`src/rtl/muxed7_scan_ctrl_n.sv`:
```
// Multiplexed N-digit hex 7-segment scanner. New data is double-buffered and
// committed only at frame boundaries. Adds decimal points, leading-zero blanking and PWM dimming.
module muxed7_scan_ctrl_n #(
  parameter int N_DIG    = 4,
  parameter int PRESCALE = 50000,
  parameter int BRIGHT_W = 3,
  parameter int ACT_LOW  = 1
) (
  input  logic                 clk,
  input  logic                 rst,
  input  logic                 load,
  input  logic [4*N_DIG-1:0]   hex_in,
  input  logic [N_DIG-1:0]     dp_in,
  input  logic                 blank_lz,
  input  logic [BRIGHT_W-1:0]  bright,
  output logic [N_DIG-1:0]     DIG,
  output logic [0:6]           SGNL,
  output logic                 DP,
  output logic                 upd_done
);

  localparam int PW  = (PRESCALE > 1) ? $clog2(PRESCALE) : 1;
  localparam int IW  = (N_DIG > 1) ? $clog2(N_DIG) : 1;
  localparam bit OFF = (ACT_LOW != 0);

  typedef enum logic {IDLE, PENDING} state_t;

  state_t               state;
  logic [PW-1:0]        pre_cnt;
  logic [IW-1:0]        idx;
  logic [4*N_DIG-1:0]   act_hex, sh_hex;
  logic [N_DIG-1:0]     act_dp, sh_dp;

  logic                 tick, last_slot, commit;
  logic [31:0]          on_t;
  logic [N_DIG-1:0]     zero_up, dig_on;
  logic                 acc, blank, lit;
  logic [3:0]           nib;
  logic [0:6]           seg;

  assign tick      = (pre_cnt == PW'(PRESCALE - 1));
  assign last_slot = (idx == IW'(N_DIG - 1));
  assign commit    = (state == PENDING) && tick && last_slot;

  always_comb begin
    on_t = ((32'(bright) + 32'd1) * 32'(PRESCALE - 1)) >> BRIGHT_W;
    if (on_t == 32'd0) on_t = 32'd1;

    // zero_up[i]: nibbles and dps from digit i up to the top are all clear
    zero_up = '0;
    acc     = 1'b1;
    for (int i = N_DIG - 1; i >= 0; i--) begin
      acc        = acc && (act_hex[4*i +: 4] == 4'h0) && !act_dp[i];
      zero_up[i] = acc;
    end
    blank = blank_lz && (idx != '0) && zero_up[idx];

    // pre_cnt==0 stays dark as a gap between digits
    lit = (pre_cnt != '0) && (32'(pre_cnt) <= on_t) && !blank;

    nib = act_hex[{idx, 2'b00} +: 4];
    case (nib)
      4'h0: seg = 7'b1111110;
      4'h1: seg = 7'b0110000;
      4'h2: seg = 7'b1101101;
      4'h3: seg = 7'b1111001;
      4'h4: seg = 7'b0110011;
      4'h5: seg = 7'b1011011;
      4'h6: seg = 7'b1011111;
      4'h7: seg = 7'b1110000;
      4'h8: seg = 7'b1111111;
      4'h9: seg = 7'b1111011;
      4'hA: seg = 7'b1110111;
      4'hB: seg = 7'b0011111;
      4'hC: seg = 7'b1001110;
      4'hD: seg = 7'b0111101;
      4'hE: seg = 7'b1001111;
      default: seg = 7'b1000111;
    endcase

    dig_on      = '0;
    dig_on[idx] = 1'b1;
  end

  always_ff @(posedge clk or posedge rst) begin
    if (rst) begin
      state    <= IDLE;
      pre_cnt  <= '0;
      idx      <= '0;
      act_hex  <= '0;
      act_dp   <= '0;
      sh_hex   <= '0;
      sh_dp    <= '0;
      upd_done <= 1'b0;
      DIG      <= {N_DIG{OFF}};
      SGNL     <= {7{OFF}};
      DP       <= OFF;
    end else begin
      if (tick) begin
        pre_cnt <= '0;
        idx     <= last_slot ? '0 : idx + 1'b1;
      end else begin
        pre_cnt <= pre_cnt + 1'b1;
      end

      // commit takes the old shadow; a same-cycle load refills it and keeps PENDING
      upd_done <= commit;
      if (commit) begin
        act_hex <= sh_hex;
        act_dp  <= sh_dp;
      end
      if (load) begin
        sh_hex <= hex_in;
        sh_dp  <= dp_in;
        state  <= PENDING;
      end else if (commit) begin
        state  <= IDLE;
      end

      DIG  <= (lit ? dig_on : '0) ^ {N_DIG{OFF}};
      SGNL <= (lit ? seg : 7'b0) ^ {7{OFF}};
      DP   <= (lit & act_dp[idx]) ^ OFF;
    end
  end

endmodule

```
`config.mk`:
```
export PLATFORM = sky130hd
export DESIGN_NAME = muxed7_scan_ctrl_n
export DESIGN_NICKNAME = d
export VERILOG_FILES = /design/src/rtl/muxed7_scan_ctrl_n.sv
export SDC_FILE = /design/constraint.sdc
export NUM_CORES = 1
export LEC_CHECK = 0
export CORE_MARGIN = 2
export CORE_UTILIZATION = 50
export CTS_CLUSTER_SIZE = 10
export DETAILED_ROUTE_END_ITERATION = 6
export PLACE_DENSITY = 0.7
export REMOVE_ABC_BUFFERS = 1
export SKIP_CTS_REPAIR_TIMING = 1
export SLEW_MARGIN = 20
export SYNTH_ARGS = -nofsm -noshare
export SYNTH_HDL_FRONTEND = slang
export SYNTH_SLANG_ARGS = --single-unit
```
`constraint.sdc`:
```
create_clock -name clk -period 3.2 [get_ports clk]
set_input_delay 0.32 -clock clk [delete_from_list [all_inputs] [get_ports clk]]
set_output_delay 0.32 -clock clk [all_outputs]
set_load 0.02 [all_outputs]
```
==> qor.yml <==
status:
  status: "complete, but fails checks"
  violations: "setup timing"
cts:
  clk_root_buffer_cell: "clkbuf_8"
  cts_buffers: 9
  cts_num_sinks: 72
  clock_latency_ns: 0.35
  cts_tree: "done"
  path_clk_slew_ns: 0.08
  cts_max_level: 3
  clock_path_buffers: 2
timing:
  final.setup_skew_ns: 0.00862
  rsz0062_at_grt: "true"
  post-route-period-util_pct: 149
  finalSetupViolCount: 12
  worst_pin_slew_ns: 0.897
  fmax_mhz: 210
  post-route-min-period_ns: 4.76
  max_slew_margin_pct: 40.0
  hold_viol: 0
  slew_violations: 0
  setup_ws_ns: -1.56
synth:
  synth.distinct_cells: 60
  async_flop_share_pct: 100
  avgSynthCellArea_um2: 11.1
  synth-edff-count: 0
  synth_cells: 426
  ys_warn_count: 0
  synth.area.top_cells: "dfrtp_1, ha_1, dfstp_2"
  yosysTopAreaCell: "dfrtp_1"
  ys.flop_type: "dfrtp_1"
  synth.cell_area_mm2: 0.00471
  ys_seq_area_share_pct: 38.6
  ys_ff_latch: 72
  synth_top_area_share_pct: 31.9
global_route:
  grt_max_degree: 27
  grt_util_met1_pct: 30.9
  met2_usage_pct: 32.0
  antenna_found_initial: 0
  grt_pass1_vias: 3451
  grt_first_pass_wirelength_um: 16700
  met3_usage_pct: 4.79
  grt_use_total_pct: 21.0
  overflow: 0
  busiest_layer: "met2"
setup_path:
  arrival_ns: 5.03
  endpoint_kind: "flop"
  cp_max_fo: 5
  r2r_end: "act_hex[4]"
  cp-start-kind: "primary input"
  crit_type: "primary input to flop"
  rrSetupSlack_ns: 0.75
  r2r-start: "pre_cnt[11]"
  reg2reg_depth: 5
  cp_data_required_time_ns: 3.47
  endpoint: "SGNL[6]"
  crit_path_start: "bright[0]"
die:
  dieArea_mm2: 0.0102
  placementRows: 35
  fp.dieH_um: 101
  ioPinCount: 40
  core_area_mm2: 0.00920
  die_w_um: 101
  initial_core_util_pct: 51.2
route:
  vias_per_cell: 5.61
  postRouteAntennaNets: 0
  drt-total-wl_um: 10200
  first_iter_violations: 120
  dr.pass1.iters: 4
  wl_per_cell_um: 15.8
  drc: 0
  vias: 3626
flow_run:
  max_cap_violations: 0
pwr:
  p_leak_nw: 2.79
  clkPwrFrac_pct: 26.4
  p_seq_share_pct: 39.0
  p_sw_share_pct: 30.9
  pwr-share-comb_pct: 34.6
  power_switching_w: 0.000754
  ir_drop_uv: 261
  p_per_area_mw_per_mm2: 403
  p_int_w: 0.00169
cells_and_area:
  area_growth_pct: 28.6
  drive_gt1_share_pct: 34.2
  num_antenna_cells: 0
  final_nets: 612
  final_util_pct: 65.8
  fillers: 713
place:
  gp_congestion: 0.928
  pre_cts_slack_ns: -2.76
  hpwl_um: 7970
  portBuffers: 39
min_path:
  hp-class: "primary input to asynchronous set/reset pin"
## per-layer routing
layer | part of all wire, % | routed length (um) | up-vias
met5 | 0 | 0 | -
met4 | 0.84 | 86 | 0
met3 | 5.0 | 515 | 10
met2 | 46 | 4700 | 99
met1 | 48 | 4920 | 1761
li1 | - | - | 1756
## how the worst min path moves through the flow
stage,end,slack [ns],cells after the start
global placement,state,0.46,1
detailed placement,state,0.47,1
floorplan,state,0.41,1
CTS,pre_cnt[7],0.34,2
finish,pre_cnt[4],0.32,2
global route,pre_cnt[10],0.36,2
## cell type report
type                    instances  area [um^2]  area share [%]
multi-input cells             320         2920            48.2
flip-flops and latches         72         1820            30.0
repair buffers                105          907            15.0
well taps                     111          139            2.29
clock buffers                   9          124            2.05
inverters                      22         92.6            1.53
clock inverters                 7         55.1           0.909
## placed cells by master (no fill, tap or decap), types with 4 or more instances in the layout
cell and count:
o21ai_1 4, nand2_2 4, nor2_1 26, mux2_2 24
dfrtp_1 60, clkbuf_8 9, nand3_1 15, mux4_2 5
dfstp_2 12, ha_4 4, mux2_4 19, xnor2_1 12
and3_1 7, nor3_1 5, buf_4 63, nand2_1 28
nand4_1 8, o21ai_0 9, xor2_1 11, nand2b_1 4
a21oi_1 9, a21o_1 5, inv_1 17, and2_1 5
clkdlybuf4s50_1 36, ha_1 46
## synth_stat cells, drive strengths merged (4+ instances only)
cell type,n
nand3,15
buf,6
ha,51
inv,22
xor2,13
a21o,5
dfstp,12
nor4,5
mux4,5
nand2,32
mux2,43
xnor2,13
o21ai,14
a21oi,10
and2,5
and3,11
fa,4
nor2,26
nand4,8
nor3,6
nand2b,4
dfrtp,60
clkbuf,6
## power by group through the flow
stage	sequential [W]	combinational [W]	clock [W]
floorplan	0.000964	0.000392	0
global placement	0.000967	0.000726	0
detailed placement	0.000969	0.000744	0
CTS	0.000951	0.000749	0.000667
global route	0.000955	0.000935	0.000716
finish	0.000951	0.000845	0.000644
## metrics by stage
step | std cells | setup TNS, ns | hold WS [ns] | cell area [um^2] | power [W]
floorplan | 414 | -23.14 | 0.412 | 4630 | 0.00136
global placement | 624 | -30.22 | 0.460 | 5610 | 0.00169
detailed placement | 624 | -32.16 | 0.470 | 5610 | 0.00171
CTS | 640 | -28.05 | 0.337 | 5780 | 0.00237
global route | 646 | -20.56 | 0.365 | 6050 | 0.00261
finish | 646 | -17.92 | 0.324 | 6050 | 0.00244
## registers in the layout (all words and copies together), names as in the netlist
signal / flops
sh_hex: 16
idx: 2
DP: 1
upd_done: 1
act_dp: 4
SGNL: 7
pre_cnt: 16
act_hex: 16
sh_dp: 4
DIG: 4
state: 1
## critical path, cell delays in order
cell and delay [ns]:
buf_12 0.11, ha_4 0.17, xor2_4 0.15, fa_1 0.49, fa_1 0.51, inv_2 0.05, ha_1 0.27, nand4_1 0.17
a221oi_2 0.39, o21ai_1 0.15, a311oi_1 0.24, buf_4 0.16, and2_1 0.12, nand4_1 0.19, nand2_2 0.16, ha_4 0.21
a21o_1 0.20, a221oi_4 0.31, nand4_1 0.17, a31oi_2 0.21, buf_4 0.18, o211ai_1 0.09
## logic make-up after synthesis
family / synth area share (%)
XOR/XNOR: 4.84
AND/OR/NAND/NOR: 14.0
AO/OA/AOI/OAI: 9.04
flip-flops: 38.6
adder cells (fa/ha/maj): 15.3
multiplexers: 14.8
buffers and inverters: 3.51
Power figures use the tool's default switching activity.
==> patch: new RTL, same flow settings <==
Add an input register stage for `load`, `hex_in`, `dp_in`, `blank_lz` and `bright`, without a reset; this delays them by one clock. Comments in the files are not updated.
--- a/src/rtl/muxed7_scan_ctrl_n.sv
+++ b/src/rtl/muxed7_scan_ctrl_n.sv
@@ -26,4 +26,18 @@
   typedef enum logic {IDLE, PENDING} state_t;
 
+  logic load_q;
+  logic [4*N_DIG-1:0] hex_q;
+  logic [N_DIG-1:0] dp_q;
+  logic blank_lz_q;
+  logic [BRIGHT_W-1:0] bright_q;
+
+  always_ff @(posedge clk) begin
+    load_q     <= load;
+    hex_q      <= hex_in;
+    dp_q       <= dp_in;
+    blank_lz_q <= blank_lz;
+    bright_q   <= bright;
+  end
+
   state_t               state;
   logic [PW-1:0]        pre_cnt;
@@ -44,5 +58,5 @@
 
   always_comb begin
-    on_t = ((32'(bright) + 32'd1) * 32'(PRESCALE - 1)) >> BRIGHT_W;
+    on_t = ((32'(bright_q) + 32'd1) * 32'(PRESCALE - 1)) >> BRIGHT_W;
     if (on_t == 32'd0) on_t = 32'd1;
 
@@ -54,5 +68,5 @@
       zero_up[i] = acc;
     end
-    blank = blank_lz && (idx != '0) && zero_up[idx];
+    blank = blank_lz_q && (idx != '0) && zero_up[idx];
 
     // pre_cnt==0 stays dark as a gap between digits
@@ -110,7 +124,7 @@
         act_dp  <= sh_dp;
       end
-      if (load) begin
-        sh_hex <= hex_in;
-        sh_dp  <= dp_in;
+      if (load_q) begin
+        sh_hex <= hex_q;
+        sh_dp  <= dp_q;
         state  <= PENDING;
       end else if (commit) begin
Check against the original RTL: same outputs for any inputs over 10 cycles, from zero or initial values and one cycle with rst high; that may be too few to reach the edited logic, so the function may still have changed.
==> patch against the original RTL <==
- the run still ends with negative setup slack left
- power is 13% higher
- wire length increased by 1.8%
- clock power rose by 35%
- sequential cell count up 25
- setup slack worse by 440 ps
- combinational power shrank 30%
- area after synthesis increased by 6.3%
- final area grew 4.0%
- critical endpoint unchanged
==> patch: results (changes against the original RTL) <==
| Metric | Value |
|---|---|
| Failing checks | negative setup slack |
| Peak VDD IR | 0.2956 mV (+13%) |
| R2R Path Start | bright_q[0] |
| Setup TNS | -23360 ps (-5441 ps) |
| Total GRT Usage | 0.1983 (-0.01151) |
| Post-DR wirelength/cell | 15.80 µm (about the same) |
| Crit path launch type | flip-flop |
| Power Density | 437.0 nW/µm² (+8.4%) |
| Setup violators final | 12 (unchanged) |
| Post-DP Area | 5851 µm² (+4.4%) |
| Setup ws final | -2004 ps (-442.7 ps) |
| Status | complete, but fails checks |
| Largest net degree at the start of global routing | 41 (+52%) |
| Synth top area cells | dfrtp_1 (30%), ha_1 (12%), dfxtp_1 (10%) |
| Crit path DAT | 5500 ps (+470 ps) |
| Worst Hold Class | primary input to flip-flop |
| Post-DP HPWL | 7738 µm (-2.9%) |
| Initial DRC count | 90 (-25%) |
| Clk_lat worst skew | 370 ps (+20 ps) |
| Clock skew | 17.86 ps (+9.243 ps) |
| Async SR Flop Fraction | 0.7423 (-0.2577) |
| Placed cell count | 636 (+1.9%) |
| Clk slew on worst S/H paths | 110 ps (+30 ps) |
| Comb power | 0.592 mW (-30%) |
| Post-synthesis xor/xnor area fraction | 0.04674 (-0.001627) |
[patch: final cells by class]
| cell class | count | area, µm² |
|---|---|---|
| Clock buffer | 9 | 123.9 |
| Clock inverter | 7 | 98.84 |
| Fill cell | 767 | 3433 |
| Inverter | 25 | 96.34 |
| Multi-Input combinational cell | 296 | 2704 |
| Sequential cell | 97 | 2322 |
| Tap cell | 133 | 166.4 |
| Timing Repair Buffer | 91 | 784.5 |
[patch: cell families (layout without fill, tap and decap cells)]
| logic type | Yosys count | in the layout |
|---|---|---|
| multiplexers | 50 | 50 |
| flip-flops | 97 | 97 |
| AO/OA/AOI/OAI | 61 | 61 |
| buffers and inverters | 37 | 132 |
| adder cells (fa/ha/maj) | 54 | 54 |
| XOR/XNOR | 25 | 25 |
| AND/OR/NAND/NOR | 106 | 106 |
[patch: how the worst min path moves through the flow]
stage               cells past startpoint  slack [ps]           to
floorplan                               0         350   blank_lz_q
global placement                        1         440    sh_hex[3]
detailed placement                      1         450    sh_hex[0]
CTS                                     1         360  bright_q[1]
global route                            1         350  bright_q[1]
finish                                  1         360  bright_q[0]
[patch: per-layer routing]
layer  vias to the layer above  wire length, µm  track usage
li1                       1729                -            -
met4                         0              140      0.06371
met3                        13              331      0.03509
met5                         -                0            0
met1                      1758             5004       0.2714
met2                        72             4923       0.3219
[patch: critical path: stages (launching register included)]
cell,delay [ps]
dfxtp_4,400
inv_4,40
ha_4,270
inv_2,50
fa_1,510
fa_1,540
inv_2,50
ha_4,280
a31o_4,170
a21oi_4,60
o31ai_4,190
a21o_1,160
a21oi_2,60
o41ai_2,350
xnor2_1,130
ha_1,360
nand4_1,120
or2_4,270
or3_4,340
and4b_4,200
nor4_4,300
buf_4,190
o211ai_1,80
